`src/rtl/avalon_slave_uart.sv`:
```
// Avalon-MM slave UART (8N1) with TX/RX FIFOs, sticky error flags and a level interrupt.
// Optional internal loopback on CONTROL[2] is built only when AVS_UART_LOOPBACK_EN is defined.

module avalon_slave_uart_fifo #(
  parameter int DEPTH = 16
) (
  input  logic       clk,
  input  logic       reset_n,
  input  logic       push,
  input  logic       pop,
  input  logic [7:0] din,
  output logic [7:0] dout,
  output logic       full,
  output logic       empty
);
  localparam int AW = $clog2(DEPTH);
  localparam logic [AW:0] PTR_ONE = {{AW{1'b0}}, 1'b1};

  logic [7:0]  mem [DEPTH];
  logic [AW:0] wptr, rptr;
  logic        do_push, do_pop;

  assign empty   = (wptr == rptr);
  assign full    = (wptr[AW] != rptr[AW]) && (wptr[AW-1:0] == rptr[AW-1:0]);
  assign do_pop  = pop && !empty;
  // A pop in the same cycle frees the slot, so a push into a full FIFO still lands.
  assign do_push = push && (!full || do_pop);
  assign dout    = mem[rptr[AW-1:0]];

  always_ff @(posedge clk or negedge reset_n) begin
    if (!reset_n) begin
      wptr <= '0;
      rptr <= '0;
    end else begin
      if (do_push) wptr <= wptr + PTR_ONE;
      if (do_pop)  rptr <= rptr + PTR_ONE;
    end
  end

  always_ff @(posedge clk) begin
    if (do_push) mem[wptr[AW-1:0]] <= din;
  end
endmodule

module avalon_slave_uart #(
  parameter int CLK_FREQ   = 50000000,
  parameter int BAUD       = 115200,
  parameter int FIFO_DEPTH = 16
) (
  input  logic        clk,
  input  logic        reset_n,
  input  logic [1:0]  avs_address,
  input  logic        avs_read,
  input  logic        avs_write,
  input  logic [31:0] avs_writedata,
  output logic [31:0] avs_readdata,
  output logic        avs_irq,
  output logic        rs232_tx,
  input  logic        rs232_rx
);
  localparam int DIVISOR = CLK_FREQ / BAUD;
  localparam int CW      = $clog2(DIVISOR);
  localparam logic [CW-1:0] CNT_LAST = CW'(DIVISOR - 1);
  localparam logic [CW-1:0] CNT_HALF = CW'(DIVISOR / 2 - 1);
  localparam logic [CW-1:0] CNT_ONE  = CW'(1);
`ifdef AVS_UART_LOOPBACK_EN
  localparam int CTRL_W = 3;
`else
  localparam int CTRL_W = 2;
`endif

  typedef enum logic [1:0] {TX_IDLE, TX_START, TX_DATA, TX_STOP} tx_state_t;
  typedef enum logic [1:0] {RX_IDLE, RX_START, RX_DATA, RX_STOP} rx_state_t;

  tx_state_t   tx_state, tx_state_n;
  rx_state_t   rx_state, rx_state_n;
  logic [CW-1:0] tx_cnt, tx_cnt_n, rx_cnt, rx_cnt_n;
  logic [2:0]  tx_bit, tx_bit_n, rx_bit, rx_bit_n;
  logic [7:0]  tx_sh, tx_sh_n, rx_sh, rx_sh_n, tx_head, rx_head;
  logic        tx_pop, tx_line, tx_full, tx_empty, tx_busy;
  logic        rx_push, rx_full, rx_empty, rx_avail, rx_wait, rx_wait_n, ferr_set;
  logic        rx_in, rx_s1, rx_s2, rx_s3, rx_fall;
  logic        rx_overrun, frame_err, loopback;
  logic        data_wr, data_rd, status_wr;
  logic [CTRL_W-1:0] ctrl;
  logic [31:0] rd_mux;
  logic        unused_wdata;

  assign unused_wdata = ^avs_writedata[31:8];
  assign data_wr   = avs_write && (avs_address == 2'd0);
  assign data_rd   = avs_read  && (avs_address == 2'd0);
  assign status_wr = avs_write && (avs_address == 2'd1);
  assign tx_busy   = (tx_state != TX_IDLE);
  assign rx_avail  = !rx_empty;

`ifdef AVS_UART_LOOPBACK_EN
  assign loopback = ctrl[2];
`else
  assign loopback = 1'b0;
`endif
  assign rs232_tx = loopback ? 1'b1 : tx_line;
  assign rx_in    = loopback ? tx_line : rs232_rx;

  avalon_slave_uart_fifo #(.DEPTH(FIFO_DEPTH)) u_tx_fifo (
    .clk(clk), .reset_n(reset_n), .push(data_wr), .pop(tx_pop), .din(avs_writedata[7:0]),
    .dout(tx_head), .full(tx_full), .empty(tx_empty)
  );

  avalon_slave_uart_fifo #(.DEPTH(FIFO_DEPTH)) u_rx_fifo (
    .clk(clk), .reset_n(reset_n), .push(rx_push), .pop(data_rd), .din(rx_sh),
    .dout(rx_head), .full(rx_full), .empty(rx_empty)
  );

  // Transmitter: line level is decoded from state so reset forces it high at once.
  always_comb begin
    tx_state_n = tx_state;
    tx_cnt_n   = tx_cnt;
    tx_bit_n   = tx_bit;
    tx_sh_n    = tx_sh;
    tx_pop     = 1'b0;
    tx_line    = 1'b1;
    case (tx_state)
      TX_IDLE: if (!tx_empty) begin
        tx_pop     = 1'b1;
        tx_sh_n    = tx_head;
        tx_cnt_n   = '0;
        tx_state_n = TX_START;
      end
      TX_START: begin
        tx_line = 1'b0;
        if (tx_cnt == CNT_LAST) begin
          tx_cnt_n   = '0;
          tx_bit_n   = 3'd0;
          tx_state_n = TX_DATA;
        end else tx_cnt_n = tx_cnt + CNT_ONE;
      end
      TX_DATA: begin
        tx_line = tx_sh[0];
        if (tx_cnt == CNT_LAST) begin
          tx_cnt_n = '0;
          tx_sh_n  = {1'b0, tx_sh[7:1]};
          if (tx_bit == 3'd7) tx_state_n = TX_STOP;
          else tx_bit_n = tx_bit + 3'd1;
        end else tx_cnt_n = tx_cnt + CNT_ONE;
      end
      TX_STOP: begin
        if (tx_cnt == CNT_LAST) begin
          tx_cnt_n   = '0;
          tx_state_n = TX_IDLE;
        end else tx_cnt_n = tx_cnt + CNT_ONE;
      end
      default: tx_state_n = TX_IDLE;
    endcase
  end

  assign rx_fall = rx_s3 && !rx_s2;

  // Receiver: samples mid-bit, counting from the synced falling edge of the start bit.
  always_comb begin
    rx_state_n = rx_state;
    rx_cnt_n   = rx_cnt;
    rx_bit_n   = rx_bit;
    rx_sh_n    = rx_sh;
    rx_wait_n  = rx_wait;
    rx_push    = 1'b0;
    ferr_set   = 1'b0;
    case (rx_state)
      RX_IDLE: if (rx_fall) begin
        rx_cnt_n   = '0;
        rx_state_n = RX_START;
      end
      RX_START: begin
        if (rx_cnt == CNT_HALF) begin
          rx_cnt_n   = '0;
          rx_bit_n   = 3'd0;
          rx_state_n = rx_s2 ? RX_IDLE : RX_DATA;
        end else rx_cnt_n = rx_cnt + CNT_ONE;
      end
      RX_DATA: begin
        if (rx_cnt == CNT_LAST) begin
          rx_cnt_n = '0;
          rx_sh_n  = {rx_s2, rx_sh[7:1]};
          if (rx_bit == 3'd7) rx_state_n = RX_STOP;
          else rx_bit_n = rx_bit + 3'd1;
        end else rx_cnt_n = rx_cnt + CNT_ONE;
      end
      RX_STOP: begin
        if (rx_wait) begin
          if (rx_s2) begin
            rx_wait_n  = 1'b0;
            rx_state_n = RX_IDLE;
          end
        end else if (rx_cnt == CNT_LAST) begin
          rx_cnt_n = '0;
          if (rx_s2) begin
            rx_push    = 1'b1;
            rx_state_n = RX_IDLE;
          end else begin
            ferr_set  = 1'b1;
            rx_wait_n = 1'b1;
          end
        end else rx_cnt_n = rx_cnt + CNT_ONE;
      end
      default: rx_state_n = RX_IDLE;
    endcase
  end

  always_ff @(posedge clk or negedge reset_n) begin
    if (!reset_n) begin
      tx_state <= TX_IDLE;
      tx_cnt   <= '0;
      tx_bit   <= 3'd0;
      tx_sh    <= 8'd0;
      rx_state <= RX_IDLE;
      rx_cnt   <= '0;
      rx_bit   <= 3'd0;
      rx_sh    <= 8'd0;
      rx_wait  <= 1'b0;
      rx_s1    <= 1'b1;
      rx_s2    <= 1'b1;
      rx_s3    <= 1'b1;
    end else begin
      tx_state <= tx_state_n;
      tx_cnt   <= tx_cnt_n;
      tx_bit   <= tx_bit_n;
      tx_sh    <= tx_sh_n;
      rx_state <= rx_state_n;
      rx_cnt   <= rx_cnt_n;
      rx_bit   <= rx_bit_n;
      rx_sh    <= rx_sh_n;
      rx_wait  <= rx_wait_n;
      rx_s1    <= rx_in;
      rx_s2    <= rx_s1;
      rx_s3    <= rx_s2;
    end
  end

  always_comb begin
    rd_mux = '0;
    case (avs_address)
      2'd0: rd_mux = rx_empty ? 32'd0 : {23'd0, 1'b1, rx_head};
      2'd1: rd_mux = {26'd0, frame_err, tx_busy, rx_overrun, rx_avail, tx_empty, tx_full};
      2'd2: rd_mux = {{(32 - CTRL_W){1'b0}}, ctrl};
      default: rd_mux = '0;
    endcase
  end

  // Sticky flags: a new error event wins over a same-cycle clear.
  always_ff @(posedge clk or negedge reset_n) begin
    if (!reset_n) begin
      ctrl         <= '0;
      rx_overrun   <= 1'b0;
      frame_err    <= 1'b0;
      avs_readdata <= '0;
      avs_irq      <= 1'b0;
    end else begin
      if (avs_write && (avs_address == 2'd2)) ctrl <= avs_writedata[CTRL_W-1:0];
      if (rx_push && rx_full && !data_rd) rx_overrun <= 1'b1;
      else if (status_wr && avs_writedata[3]) rx_overrun <= 1'b0;
      if (ferr_set) frame_err <= 1'b1;
      else if (status_wr && avs_writedata[5]) frame_err <= 1'b0;
      avs_readdata <= avs_read ? rd_mux : 32'd0;
      avs_irq <= (ctrl[0] && rx_avail) || (ctrl[1] && tx_empty && !tx_busy) ||
                 rx_overrun || frame_err;
    end
  end
endmodule

```
`config.mk`:
```
export PLATFORM = sky130hd
export DESIGN_NAME = avalon_slave_uart
export DESIGN_NICKNAME = d
export VERILOG_FILES = /design/src/rtl/avalon_slave_uart.sv
export SDC_FILE = /design/constraint.sdc
export NUM_CORES = 1
export LEC_CHECK = 0
export CAP_MARGIN = 20
export CORE_MARGIN = 5
export CORE_UTILIZATION = 55
export DETAILED_ROUTE_END_ITERATION = 10
export PLACE_DENSITY = 0.75
export SYNTH_ARGS = -nofsm -noshare
export SYNTH_HDL_FRONTEND = slang
export SYNTH_HIERARCHICAL = 1
export SYNTH_SLANG_ARGS = --single-unit
export TNS_END_PERCENT = 100
```
`constraint.sdc`:
```
create_clock -name clk -period 6.4 [get_ports clk]
set_clock_uncertainty 0.1 [all_clocks]
set_input_delay 1.28 -clock clk [delete_from_list [all_inputs] [get_ports clk]]
set_output_delay 1.28 -clock clk [all_outputs]
set_load 0.005 [all_outputs]
```
==> flow_metrics.py <==
metrics = {
    "worst_setup_path": {
        "cp.arrival_ns": 2.71,
        "path_class": "flip-flop to primary output",
        "crit_required_ns": 5.02,
        "cp_num_buf_inv": 3,
        "max_stage_delay_ns": 0.52,
        "startpoint_type": "flip-flop",
        "crit_path_end_kind": "primary output",
        "crit_family": "buffers and inverters",
        "crit_path_top_delay_cell": "clkdlybuf4s50_1",
        "cp_max_fo": 12,
        "cp_cell_sequence": "inv_1 > ha_1 > clkinv_1 > mux2i_1 > clkdlybuf4s50_1",
    },
    "layout": {
        "stdcell_area_um2": 16030,
        "mostFrequentLayoutCells": "edfxtp_1, dfrtp_1, mux4_2, a22oi_1, nand2_1",
        "fin_nets": 967,
        "fillCellCount": 1843,
        "num_antenna_cells": 0,
        "final_common_cell": "edfxtp_1",
        "layout-drive-gt1-share_pct": 18.26,
        "syn2layout_area_growth_pct": 10.38,
    },
    "floorplan": {
        "die_w_um": 172.5,
        "ioPinCount": 73,
        "die_area_um2": 29760,
        "initial_utilization_pct": 55.74,
        "core_region_area_um2": 26060,
        "die_y_um": 172.5,
        "rows": 59,
    },
    "place": {
        "dpl_cell_area_um2": 14940,
        "io_buffers": 25,
        "place.gp.congestion": 0.8112,
        "dp_hpwl_mm": 17.64,
    },
    "drt": {
        "first_pass_iters": 5,
        "ant_nets": 0,
        "route.met2.wl_mm": 13.91,
        "met1_length_mm": 11.78,
        "vias": 7505,
        "drc": 0,
        "vias_per_cell": 5.928,
        "highest_layer": "met4",
        "wl_mm": 27.82,
        "met3_length_mm": 1.643,
        "drt-initial-drc-count": 598,
        "avgRoutedWirePerCell_um": 21.98,
    },
    "sta": {
        "min_period_ns": 4.088,
        "fin_tns_setup_ns": 0,
        "hold_viol_final": 0,
        "period_share_pct": 63.87,
        "fmax_mhz": 244.6,
        "holdWs_ns": 0.2505,
        "setup_viol": 0,
        "rsz0062_at_grt": "no",
        "relSlewSlack_pct": 30.22,
        "slew_viol_final": 0,
        "worst_pin_slew_ns": 1.043,
    },
    "clock_network": {
        "cts_max_level": 2,
        "cts_resized": 0,
        "cts-root-buf": "clkbuf_16",
        "cts_hold_buffers": 0,
        "clk_pin_slew_ns": 0.06,
        "clk_path_buf_depth": 3,
        "cts.sinks": 338,
        "clk_latency_ns": 0.51,
        "cts_setup_buffers": 0,
        "cts_buffers": 35,
        "cts_tree": "done",
    },
    "yosys": {
        "avgSynthCellArea_um2": 16.68,
        "synth_edf_count": 256,
        "ys.flop_type": "edfxtp_1",
        "synth_seq_cells": 338,
        "ys_seq_area_share_pct": 67.07,
        "synth_warnings": 6,
        "synth_cell_types": 66,
        "syn_inst": 871,
        "synth.cell_area_um2": 14530,
        "async_flop_share_pct": 24.26,
    },
    "pwr": {
        "p_int_mw": 3.784,
        "ir_drop_mv": 0.2997,
        "power_frac_seq_pct": 50.3,
        "p_sw_mw": 1.226,
        "pwr-share-clk_pct": 38.3,
        "p_per_area_nw_per_um2": 312.5,
        "p_leak_nw": 6.155,
        "p_sw_share_pct": 24.46,
        "p_comb_share_pct": 11.4,
    },
    "run": {
        "drv_cap": 0,
    },
    "global_routing": {
        "grt_usage_pct": 18.40,
        "grt_pass1_vias": 7597,
        "grt_pass1_wl_mm": 43.62,
        "grt_max_degree": 69,
        "grt-ovfl-total": 0,
        "antenna_found_initial": 0,
    },
    "hold_path": {
        "worstHoldPathType": "flip-flop to flip-flop",
    },
    "status": {
        "status": "complete, no violations",
    },
}
==> cell usage after synthesis, drive strengths merged (8+ instances only) <==
master	n	area, µm²
ha	24	300.3
nand2	39	151.4
buf	46	351.6
xor2	9	78.83
and3	29	181.4
xnor2	25	241.5
o22ai	8	50.05
nor2b	15	93.84
inv	27	101.4
nor2	31	118.9
and2	18	112.6
a21oi	8	40.04
o21ai	18	90.09
edfxtp	256	7687
mux2	24	300.3
dfrtp	79	1977
clkbuf	14	52.55
nand4	13	93.84
mux4	64	1441
nand3	11	55.05
a22oi	43	322.8
==> power by group through the flow <==
stage | sequential, mW | clock (mW) | combinational (mW)
floorplan | 2.52 | 0 | 0.477
global placement | 2.56 | 0 | 0.563
detailed placement | 2.56 | 0 | 0.578
CTS | 2.52 | 1.96 | 0.580
global route | 2.53 | 2.06 | 0.629
finish | 2.52 | 1.92 | 0.572
==> kinds of logic after synthesis <==
| group | synth area share [%] |
|---|---|
| AND/OR/NAND/NOR | 7.192 |
| buffers and inverters | 3.506 |
| AO/OA/AOI/OAI | 5.530 |
| other | 0.02582 |
| multiplexers | 12.40 |
| XOR/XNOR | 2.205 |
| adder cells (fa/ha/maj) | 2.067 |
| flip-flops | 67.07 |
==> routing by layer <==
layer	global-route usage [%]	vias to the layer above
met1	25.97	3834
met5	0	-
li1	-	3403
met4	4.391	0
met2	30.16	224
met3	3.402	44
==> final timing paths <==
kind | slack (ns) | depth (start not counted) | to | start
hold reg to reg | 0.25 | 0 | rx_s2 | rx_s1
hold / removal | 0.25 | 0 | rx_s2 | rx_s1
max in group asynchronous | 4.45 | 2 | u_tx_fifo/rptr[0] | reset_n
min in group asynchronous | 0.52 | 1 | tx_cnt[3] | reset_n
setup / recovery | 2.31 | 5 | rs232_tx | tx_state[0]
setup reg to reg | 3.16 | 7 | u_tx_fifo/mem[15][2] | u_tx_fifo/rptr[2]
==> layout make-up <==
cell class,instances,area [µm²],share of cell area (%)
sequential,338,9746,60.78
multi-input combinational,467,4357,27.17
clock buffer,52,991.0,6.180
tap,335,419.2,2.614
timing repair buffer,34,315.3,1.966
inverter,28,105.1,0.6555
clock inverter,12,101.3,0.6321
==> flip-flops by register name, summed over array words and instances (netlist names), 8 cells and up, named ones only <==
name           flops
avs_readdata       9
tx_sh              8
rx_sh              8
u_tx_fifo/mem    128
tx_cnt             9
rx_cnt             9
u_rx_fifo/mem    128
==> worst reg2reg max path: stages, from the launching register on <==
cell and delay (ns):
dfrtp_1 0.49, xnor2_1 0.19, nand4_2 0.18, or2_4 0.18, inv_1 0.12, nor2b_1 0.54
o311ai_4 0.22, nor2_1 0.84
==> metrics by stage <==
step	total power, mW	worst slack (ns)	instances	utilization, %
2_1_floorplan	3.002	3.129	893	-
3_3_place_gp	3.121	2.130	1201	57.31
3_5_place_dp	3.138	2.240	1202	57.34
4_1_cts	5.054	2.304	1266	61.53
5_1_grt	5.220	2.157	1266	61.53
6_report	5.010	2.312	1266	61.53
Note: power is estimated with default switching activity, not from simulation.
